`config.mk`:
```
export PLATFORM = sky130hd
export DESIGN_NAME = mem_port_arbiter
export DESIGN_NICKNAME = d
export VERILOG_FILES = /design/src/rtl/mem_port_arbiter.sv
export SDC_FILE = /design/constraint.sdc
export NUM_CORES = 1
export LEC_CHECK = 0
export ABC_CLOCK_PERIOD_IN_PS = 4800
export CAP_MARGIN = 25
export CELL_PAD_IN_SITES_DETAIL_PLACEMENT = 1
export CELL_PAD_IN_SITES_GLOBAL_PLACEMENT = 2
export CORE_ASPECT_RATIO = 0.9
export CORE_MARGIN = 3
export CORE_UTILIZATION = 29
export CTS_CLUSTER_DIAMETER = 30
export CTS_CLUSTER_SIZE = 40
export DETAILED_ROUTE_END_ITERATION = 16
export PLACE_DENSITY = 0.95
export SYNTH_ARGS = -nofsm -noshare
export SYNTH_HDL_FRONTEND = slang
export SYNTH_SLANG_ARGS = --single-unit
export TNS_END_PERCENT = 20
```
`constraint.sdc`:
```
create_clock -name clk -period 4.8 [get_ports clk]
set_clock_uncertainty 0.05 [all_clocks]
set_input_delay 0.48 -clock clk [delete_from_list [all_inputs] [get_ports clk]]
set_output_delay 0.48 -clock clk [all_outputs]
set_load 0.02 [all_outputs]
```
`src/rtl/mem_port_arbiter.sv`:
```
// Arbitrates one single-port, fixed-latency memory between fetch and load/store.
// Optional build macro ARB_RR_EN swaps fixed data priority for round-robin on ties.
module mem_port_arbiter #(
  parameter int unsigned MEM_LAT  = 2,
  parameter int unsigned MAX_DGNT = 4
) (
  input  logic        clk,
  input  logic        reset_n,
  input  logic        if_req,
  input  logic [31:0] if_addr,
  input  logic        flush,
  output logic        if_gnt,
  output logic        if_valid,
  output logic [31:0] if_rdata,
  input  logic        d_req,
  input  logic        d_we,
  input  logic [31:0] d_addr,
  input  logic [31:0] d_wdata,
  output logic        d_gnt,
  output logic        d_valid,
  output logic [31:0] d_rdata,
  output logic        mem_en,
  output logic        mem_we,
  output logic [31:0] mem_addr,
  output logic [31:0] mem_wdata,
  input  logic [31:0] mem_rdata
);

  typedef enum logic [1:0] {IDLE, ISSUE, WAIT, RESP} state_t;
  typedef enum logic {OWN_FETCH, OWN_DATA} owner_t;

  localparam int unsigned LAT_W = (MEM_LAT > 1) ? $clog2(MEM_LAT) : 1;
  localparam logic [LAT_W-1:0] LAT_LAST = LAT_W'(MEM_LAT - 1);

  state_t           state, state_nxt;
  owner_t           owner;
  logic             cancel;
  logic             we_q;
  logic [LAT_W-1:0] lat_cnt;
  logic             if_elig;
  logic             grant_any;
  logic             grant_fetch;

`ifdef ARB_RR_EN
  owner_t last_owner;
`else
  localparam int unsigned ST_W = $clog2(MAX_DGNT + 1);
  localparam logic [ST_W-1:0] ST_MAX = ST_W'(MAX_DGNT);
  logic [ST_W-1:0] starve_cnt;
`endif

  // Fetch is never eligible in a cycle where a jump is being taken.
  assign if_elig   = if_req & ~flush;
  assign grant_any = if_elig | d_req;

  // NOTE: every variable written in always_comb gets a default first so no latch is inferred.
  always_comb begin
    grant_fetch = 1'b0;
    if (if_elig && !d_req) begin
      grant_fetch = 1'b1;
    end else if (if_elig && d_req) begin
`ifdef ARB_RR_EN
      grant_fetch = (last_owner == OWN_DATA);
`else
      grant_fetch = (starve_cnt == ST_MAX);
`endif
    end
  end

  always_comb begin
    state_nxt = state;
    case (state)
      IDLE:    if (grant_any) state_nxt = ISSUE;
      ISSUE:   state_nxt = (MEM_LAT == 1) ? RESP : WAIT;
      WAIT:    if (lat_cnt == LAT_LAST) state_nxt = RESP;
      RESP:    state_nxt = IDLE;
      default: state_nxt = IDLE;
    endcase
  end

  // NOTE: sequential state uses non-blocking assignments so every flop samples pre-edge values.
  always_ff @(posedge clk or negedge reset_n) begin
    if (!reset_n) state <= IDLE;
    else          state <= state_nxt;
  end

  // NOTE: only control and datapath flops are reset here; there is no storage array to clear.
  always_ff @(posedge clk or negedge reset_n) begin
    if (!reset_n) begin
      owner     <= OWN_FETCH;
      cancel    <= 1'b0;
      we_q      <= 1'b0;
      lat_cnt   <= '0;
      if_gnt    <= 1'b0;
      if_valid  <= 1'b0;
      if_rdata  <= '0;
      d_gnt     <= 1'b0;
      d_valid   <= 1'b0;
      d_rdata   <= '0;
      mem_en    <= 1'b0;
      mem_we    <= 1'b0;
      mem_addr  <= '0;
      mem_wdata <= '0;
    end else begin
      if_gnt   <= 1'b0;
      d_gnt    <= 1'b0;
      if_valid <= 1'b0;
      d_valid  <= 1'b0;
      mem_en   <= 1'b0;
      mem_we   <= 1'b0;
      case (state)
        IDLE: begin
          if (grant_any) begin
            cancel <= 1'b0;
            mem_en <= 1'b1;
            if (grant_fetch) begin
              owner    <= OWN_FETCH;
              if_gnt   <= 1'b1;
              mem_addr <= if_addr;
              we_q     <= 1'b0;
            end else begin
              owner     <= OWN_DATA;
              d_gnt     <= 1'b1;
              mem_addr  <= d_addr;
              mem_we    <= d_we;
              mem_wdata <= d_wdata;
              we_q      <= d_we;
            end
          end
        end
        ISSUE: lat_cnt <= LAT_W'(1);
        WAIT:  lat_cnt <= lat_cnt + LAT_W'(1);
        RESP: begin
          if (owner == OWN_DATA) begin
            d_valid <= 1'b1;
            d_rdata <= we_q ? 32'h0 : mem_rdata;
          end else if (!(cancel || flush)) begin
            if_valid <= 1'b1;
            if_rdata <= mem_rdata;
          end
        end
        default: ;
      endcase
      // A cancelled fetch still runs to completion on the memory side.
      if (state != IDLE && owner == OWN_FETCH && flush) cancel <= 1'b1;
    end
  end

`ifdef ARB_RR_EN
  always_ff @(posedge clk or negedge reset_n) begin
    if (!reset_n) begin
      last_owner <= OWN_FETCH;
    end else if (state == IDLE && grant_any) begin
      last_owner <= grant_fetch ? OWN_FETCH : OWN_DATA;
    end
  end
`else
  always_ff @(posedge clk or negedge reset_n) begin
    if (!reset_n) begin
      starve_cnt <= '0;
    end else if (state == IDLE && grant_any) begin
      if (grant_fetch || !if_req)  starve_cnt <= '0;
      else if (starve_cnt != ST_MAX) starve_cnt <= starve_cnt + ST_W'(1);
    end
  end
`endif

endmodule

```
==> metrics.txt, run 1 <==
Worst Path Max Fanout=32; setup TNS=0 ns; worst vdd ir=245 uV; Crit-path slowest cell=o21a_2; Design Power=6.79 mW; CP startpoint kind=register; clock sink count=143; # port buffers=267; n_diodes=0; Slew HR=34.4%; reg2reg path depth=6; min-delay src=d_rdata[11]$_DFFE_PN0P_; Crit. Startpoint=state[0]$_DFFE_PN0P_; Final Hold Viols=0; RSZ-0062 raised after global routing=no; status=complete, no violations; DR pass1 iterations=4; commonest non-fill, non-tap cell in the layout=clkdlybuf4s50_1; starting density of the core=29.8%; Post-CTS Setup Bufs=0; CTS tree=built; top_reg_cell synth=dfrtp_1; maximum clock path buffer count=2; largest net degree at the start of global routing=102; boundary pin count=268; gr ovfl total=0; synth unique cells=38; post-route cell area=0.0101 sq mm; Yosys warnings=0; WL/cell=18.9 um; fin util=46.1%; via/cell ratio=4.89; vias in the first global route=5,730; H-Tree Depth=4; number of synthesized register bits=143; number of synthesized flops with an enable pin=0; Critical Path RT=5.05 ns; Final Max Tran Viols=0; RR Startpoint=state[0]$_DFFE_PN0P_; critical path type=register to register; worst path cell trace=inv_1, ha_1, and2_1, o21a_2, buf_4, mux2_4; Least-Margin Pin Slew=0.983 ns; DRT antenna net count=0; die height=148 um; FF-to-FF End=mem_wdata[25]$_DFFE_PN0P_; DP Area=0.00944 sq mm; width of the die=164 um; Cells after Synth=532; first-pass GRT wire length=31.8 mm; Achievable Freq=0.376 GHz; gpl congestion=0.739; initial antenna violation count=0; fraction of registers with async set/reset=100%; Worst Hold Class=register to register; CTS Buf Count=17; Setup-failing EPs final=0; layout cells sized above 1=14.2%; Final Cycle Share=55.4%; Lkg Pwr=4.30 nW; Setup crit end kind=register; CP delay by family, top=compound AO/OA/AOI/OAI gates; Worst Path Buf+Inv=2; Post-Syn Area=0.00651 sq mm; routed wire length=20.5 mm; Initial DRC Count=247; average size of a mapped cell=12.2 sq um; most frequent cells in the layout=clkdlybuf4s50_1 (266), dfrtp_1 (143), o21ai_0 (52), mux2_2 (36), nand2_1 (36); Core ar.=0.0218 sq mm; Syn Nets=672; Fillers=2,328; Worst-Skew Late Latency=0.42 ns; net count reported at finish=922; Post-CTS Resized=0; Die ar.=0.0243 sq mm; overall routing resource usage=16.5%; Worst setup endpoint=mem_wdata[25]$_DFFE_PN0P_; root buffer cell=clkbuf_16; CP Depth=6; WP data arrival=2.91 ns; Clock Pin Slew Worst Setup and Hold Paths=0.06 ns; Cell Pwr Density=676 mW/mm^2; maxcap violations=0; Reg2Reg Setup Slack=2.14 ns; sequential area share after synthesis=55.0%; Rows=51; DRC violation count after routing=0; crit-path max cell delay=0.78 ns; Vias=5,308; Final HPWL DP=14.3 mm; area grow syn2layout=54.4%; crit path time final=2.66 ns
## flip-flops by register name, indices dropped and copies added, names as in the netlist
| signal | flops |
|---|---|
| if_gnt | 1 |
| mem_we | 1 |
| d_rdata | 32 |
| we_q | 1 |
| starve_cnt | 3 |
| mem_en | 1 |
| owner | 1 |
| state | 2 |
| mem_addr | 32 |
| if_valid | 1 |
| lat_cnt | 1 |
| mem_wdata | 32 |
| d_gnt | 1 |
| cancel | 1 |
| if_rdata | 32 |
| d_valid | 1 |
## Yosys cell counts (2+ instances only)
master	instances	area, sq um
o21ai_0	52	260
o21ai_1	13	65.1
nand2_1	37	139
mux2_4	26	390
nand3_1	2	10.0
buf_6	7	78.8
and3b_1	32	280
a221oi_1	32	280
a2bb2oi_1	32	280
a21o_1	2	15.0
o211ai_1	2	15.0
nand2b_1	33	206
nor3_1	3	15.0
o21a_1	2	15.0
ha_1	6	75.1
and2_1	2	12.5
mux2_1	3	33.8
mux2_2	36	405
clkbuf_1	30	113
inv_1	11	41.3
o2111ai_1	2	17.5
dfrtp_1	143	3580
buf_2	9	45.0
## final cells by class
class                   count  area [sq um]  area share [%]
clock buffers              17           425            4.23
flip-flops and latches    143          3580            35.6
multi-input cells         328          2640            26.3
repair buffers            280          2850            28.3
inverters                  12          45.0           0.448
well taps                 291           364            3.62
clock inverters            15           153            1.52
## tightest hold or removal path, stage by stage (launching register included)
cell,delay (ns)
dfrtp_1,0.34
nand2_1,0.05
o21ai_0,0.06
## where the power goes
part	switching, mW	internal, mW	leakage, nW
logic	1.62	1.72	2.30
clock network	0.573	0.732	0.277
registers	0.367	1.78	1.72
total	2.56	4.23	4.30
## how the worst min path moves through the flow
stage                                    to  slack (ns)  cells after the start
floorplan                cancel$_DFFE_PN0P_        0.13                      0
global placement    d_rdata[12]$_DFFE_PN0P_        0.41                      2
detailed placement  d_rdata[18]$_DFFE_PN0P_        0.42                      2
CTS                  d_rdata[3]$_DFFE_PN0P_        0.16                      1
global route        d_rdata[12]$_DFFE_PN0P_        0.46                      2
finish              d_rdata[11]$_DFFE_PN0P_        0.43                      2
## metal layers
metal	global-route usage, %	up-vias	part of all wire (%)
met1	21.0	2666	43
met4	4.44	0	1.6
met2	27.3	187	49
li1	-	2436	-
met3	5.29	19	6.7
met5	0	-	0
## stage by stage
| stage | setup slack, ns | hold slack [ns] | std cells |
|---|---|---|---|
| after floorplan | 2.96 | 0.134 | 532 |
| after global placement | 1.85 | 0.410 | 1049 |
| after detailed placement | 1.79 | 0.422 | 1052 |
| after CTS | 2.09 | 0.161 | 1084 |
| after global routing | 1.98 | 0.463 | 1086 |
| final | 2.14 | 0.432 | 1086 |
## logic make-up after synthesis
group	count (synthesis)	share of synthesized area (%)
AO/OA/AOI/OAI	145	15.7
adder cells (fa/ha/maj)	6	1.15
buffers and inverters	61	4.58
flip-flops	143	55.0
multiplexers	66	12.9
AND/OR/NAND/NOR	111	10.6
## repair_timing
item                                   in CTS  in global routing
endpoints found under the hold margin       0                 42
setup endpoints to repair                   0                  0
hold buffers                                0                  1
(Power assumes the default switching activity.)
==> run 2: changes to the inputs <==
- ABC_CLOCK_PERIOD_IN_PS: 4800 -> 2200
- CORE_UTILIZATION: 29 -> 24
- PLACE_DENSITY: 0.95 -> 0.88
- clock period: 4.8 -> 2.2 ns (I/O delays scaled with it)
==> run 2 against run 1 <==
  * Fmax rose by 38%
  * Clock-buffer cell count stayed put
  * Final area up 2.1%
  * Critical path depth shrank 1
==> metrics.txt, run 2 (synthesized netlist as in run 1, its figures left out) <==
status=complete, no violations; via/cell ratio=4.64; Initial DRC Count=230; DR pass1 iterations=4; Fillers=2,852; Post-CTS Setup Bufs=0; gr ovfl total=0; setup TNS=0 ns; clock sink count=143; CTS Buf Count=17; Clock Pin Slew Worst Setup and Hold Paths=0.07 ns; Final Cycle Share=87.6%; most frequent cells in the layout=clkdlybuf4s50_1 (266), dfrtp_1 (143), o21ai_0 (52), mux2_2 (36), nand2_1 (36); Reg2Reg Setup Slack=0.27 ns; Rows=56; Post-CTS Resized=0; commonest non-fill, non-tap cell in the layout=clkdlybuf4s50_1; Cell Pwr Density=1480 mW/mm^2; routed wire length=21.6 mm; first-pass GRT wire length=33.6 mm; post-route cell area=0.0103 sq mm; die height=162 um; boundary pin count=268; WL/cell=18.7 um; critical path type=register to register; n_diodes=0; area grow syn2layout=57.7%; DRT antenna net count=0; largest net degree at the start of global routing=66; CP startpoint kind=register; worst vdd ir=647 uV; Final Max Tran Viols=0; overall routing resource usage=14.4%; register area=0.00358 sq mm; Slew HR=49.7%; gpl congestion=0.752; maxcap violations=0; Vias=5,363; layout cells sized above 1=15.7%; root buffer cell=clkbuf_16; crit path time final=1.93 ns; Worst Hold Class=input port to async pin; Crit. Startpoint=starve_cnt[0]$_DFFE_PN0P_; Setup crit end kind=register; # port buffers=267; vias in the first global route=5,972; Worst Path Max Fanout=33; H-Tree Depth=4; area of the multi-input gates=0.00264 sq mm; RSZ-0062 raised after global routing=no; net count reported at finish=936; maximum clock path buffer count=2; WP data arrival=2.21 ns; Setup WS pre-CTS=0.158 ns; DP Area=0.00963 sq mm; width of the die=180 um; Setup-failing EPs final=0; Final HPWL DP=15.2 mm; Core ar.=0.0263 sq mm; fin worst setup slack=0.272 ns; Die ar.=0.0291 sq mm; RR Startpoint=starve_cnt[0]$_DFFE_PN0P_; Critical Path RT=2.48 ns; CTS tree=built; Lkg Pwr=4.38 nW; Final Hold Viols=0; Least-Margin Pin Slew=0.755 ns; initial antenna violation count=0; Worst-Skew Late Latency=0.42 ns; Achievable Freq=0.519 GHz; DRC violation count after routing=0; starting density of the core=24.7%
[run 2: cell type report]
cell class	instances	area share, %
Clock buffer	17	4.15
Timing Repair Buffer	294	28.7
Tap cell	348	4.24
Sequential cell	143	34.9
Multi-Input combinational cell	328	25.7
Inverter	12	0.439
Clock inverter	15	1.91
[run 2: power by group]
group | leakage [nW] | internal, mW | switching, mW
sequential | 1.72 | 3.89 | 0.749
clock | 0.295 | 1.82 | 1.28
combinational | 2.36 | 3.77 | 3.63
[run 2: what timing repair did]
item / in CTS / in global routing
hold buffers: 1 / 0
endpoints found under the setup margin: 0 / 0
hold endpoints to repair: 51 / 0
[run 2: worst paths after layout]
kind                                                  to  cells after the start
worst max-delay path            mem_addr[19]$_DFFE_PN0P_                      5
worst min-delay path              d_rdata[2]$_DFFE_PN0P_                      2
worst max register to register  mem_addr[19]$_DFFE_PN0P_                      5
worst min register to register   d_rdata[16]$_DFFE_PN0P_                      2
max in group asynchronous        d_rdata[28]$_DFFE_PN0P_                      3
min in group clk                 mem_addr[3]$_DFFE_PN0P_                      3
[run 2: layer usage]
layer	wire, um	global-route usage (%)	vias to the layer above	part of all wire, %
met3	1370	4.64	17	6.3
met1	9430	17.9	2703	44
met2	10600	24.4	180	49
met5	0	0	-	0
met4	233	3.76	0	1.1
li1	-	-	2463	-
[run 2: metrics by stage]
step / util [%] / hold WS [ns] / cells / power [mW]
after global placement: 36.6 / 0.195 / 1124 / 11.9
after global routing: 38.9 / 0.309 / 1157 / 16.0
after CTS: 38.9 / 0.285 / 1157 / 15.4
final: 38.9 / 0.301 / 1157 / 15.2
after detailed placement: 36.6 / 0.192 / 1124 / 12.2
after floorplan: - / -0.126 / 532 / 8.54
[run 2: critical path: stages, from the launching register on]
cell and delay (ns):
dfrtp_1 0.41, inv_1 0.08, ha_1 0.25, a21bo_2 0.67, a221oi_1 0.17, a2bb2oi_1 0.21
==> run 3: changes to the inputs <==
- CAP_MARGIN: 25 -> 0
==> results of run 3 <==
Same layout as run 2: the final DEF is identical, and so are final timing and power.
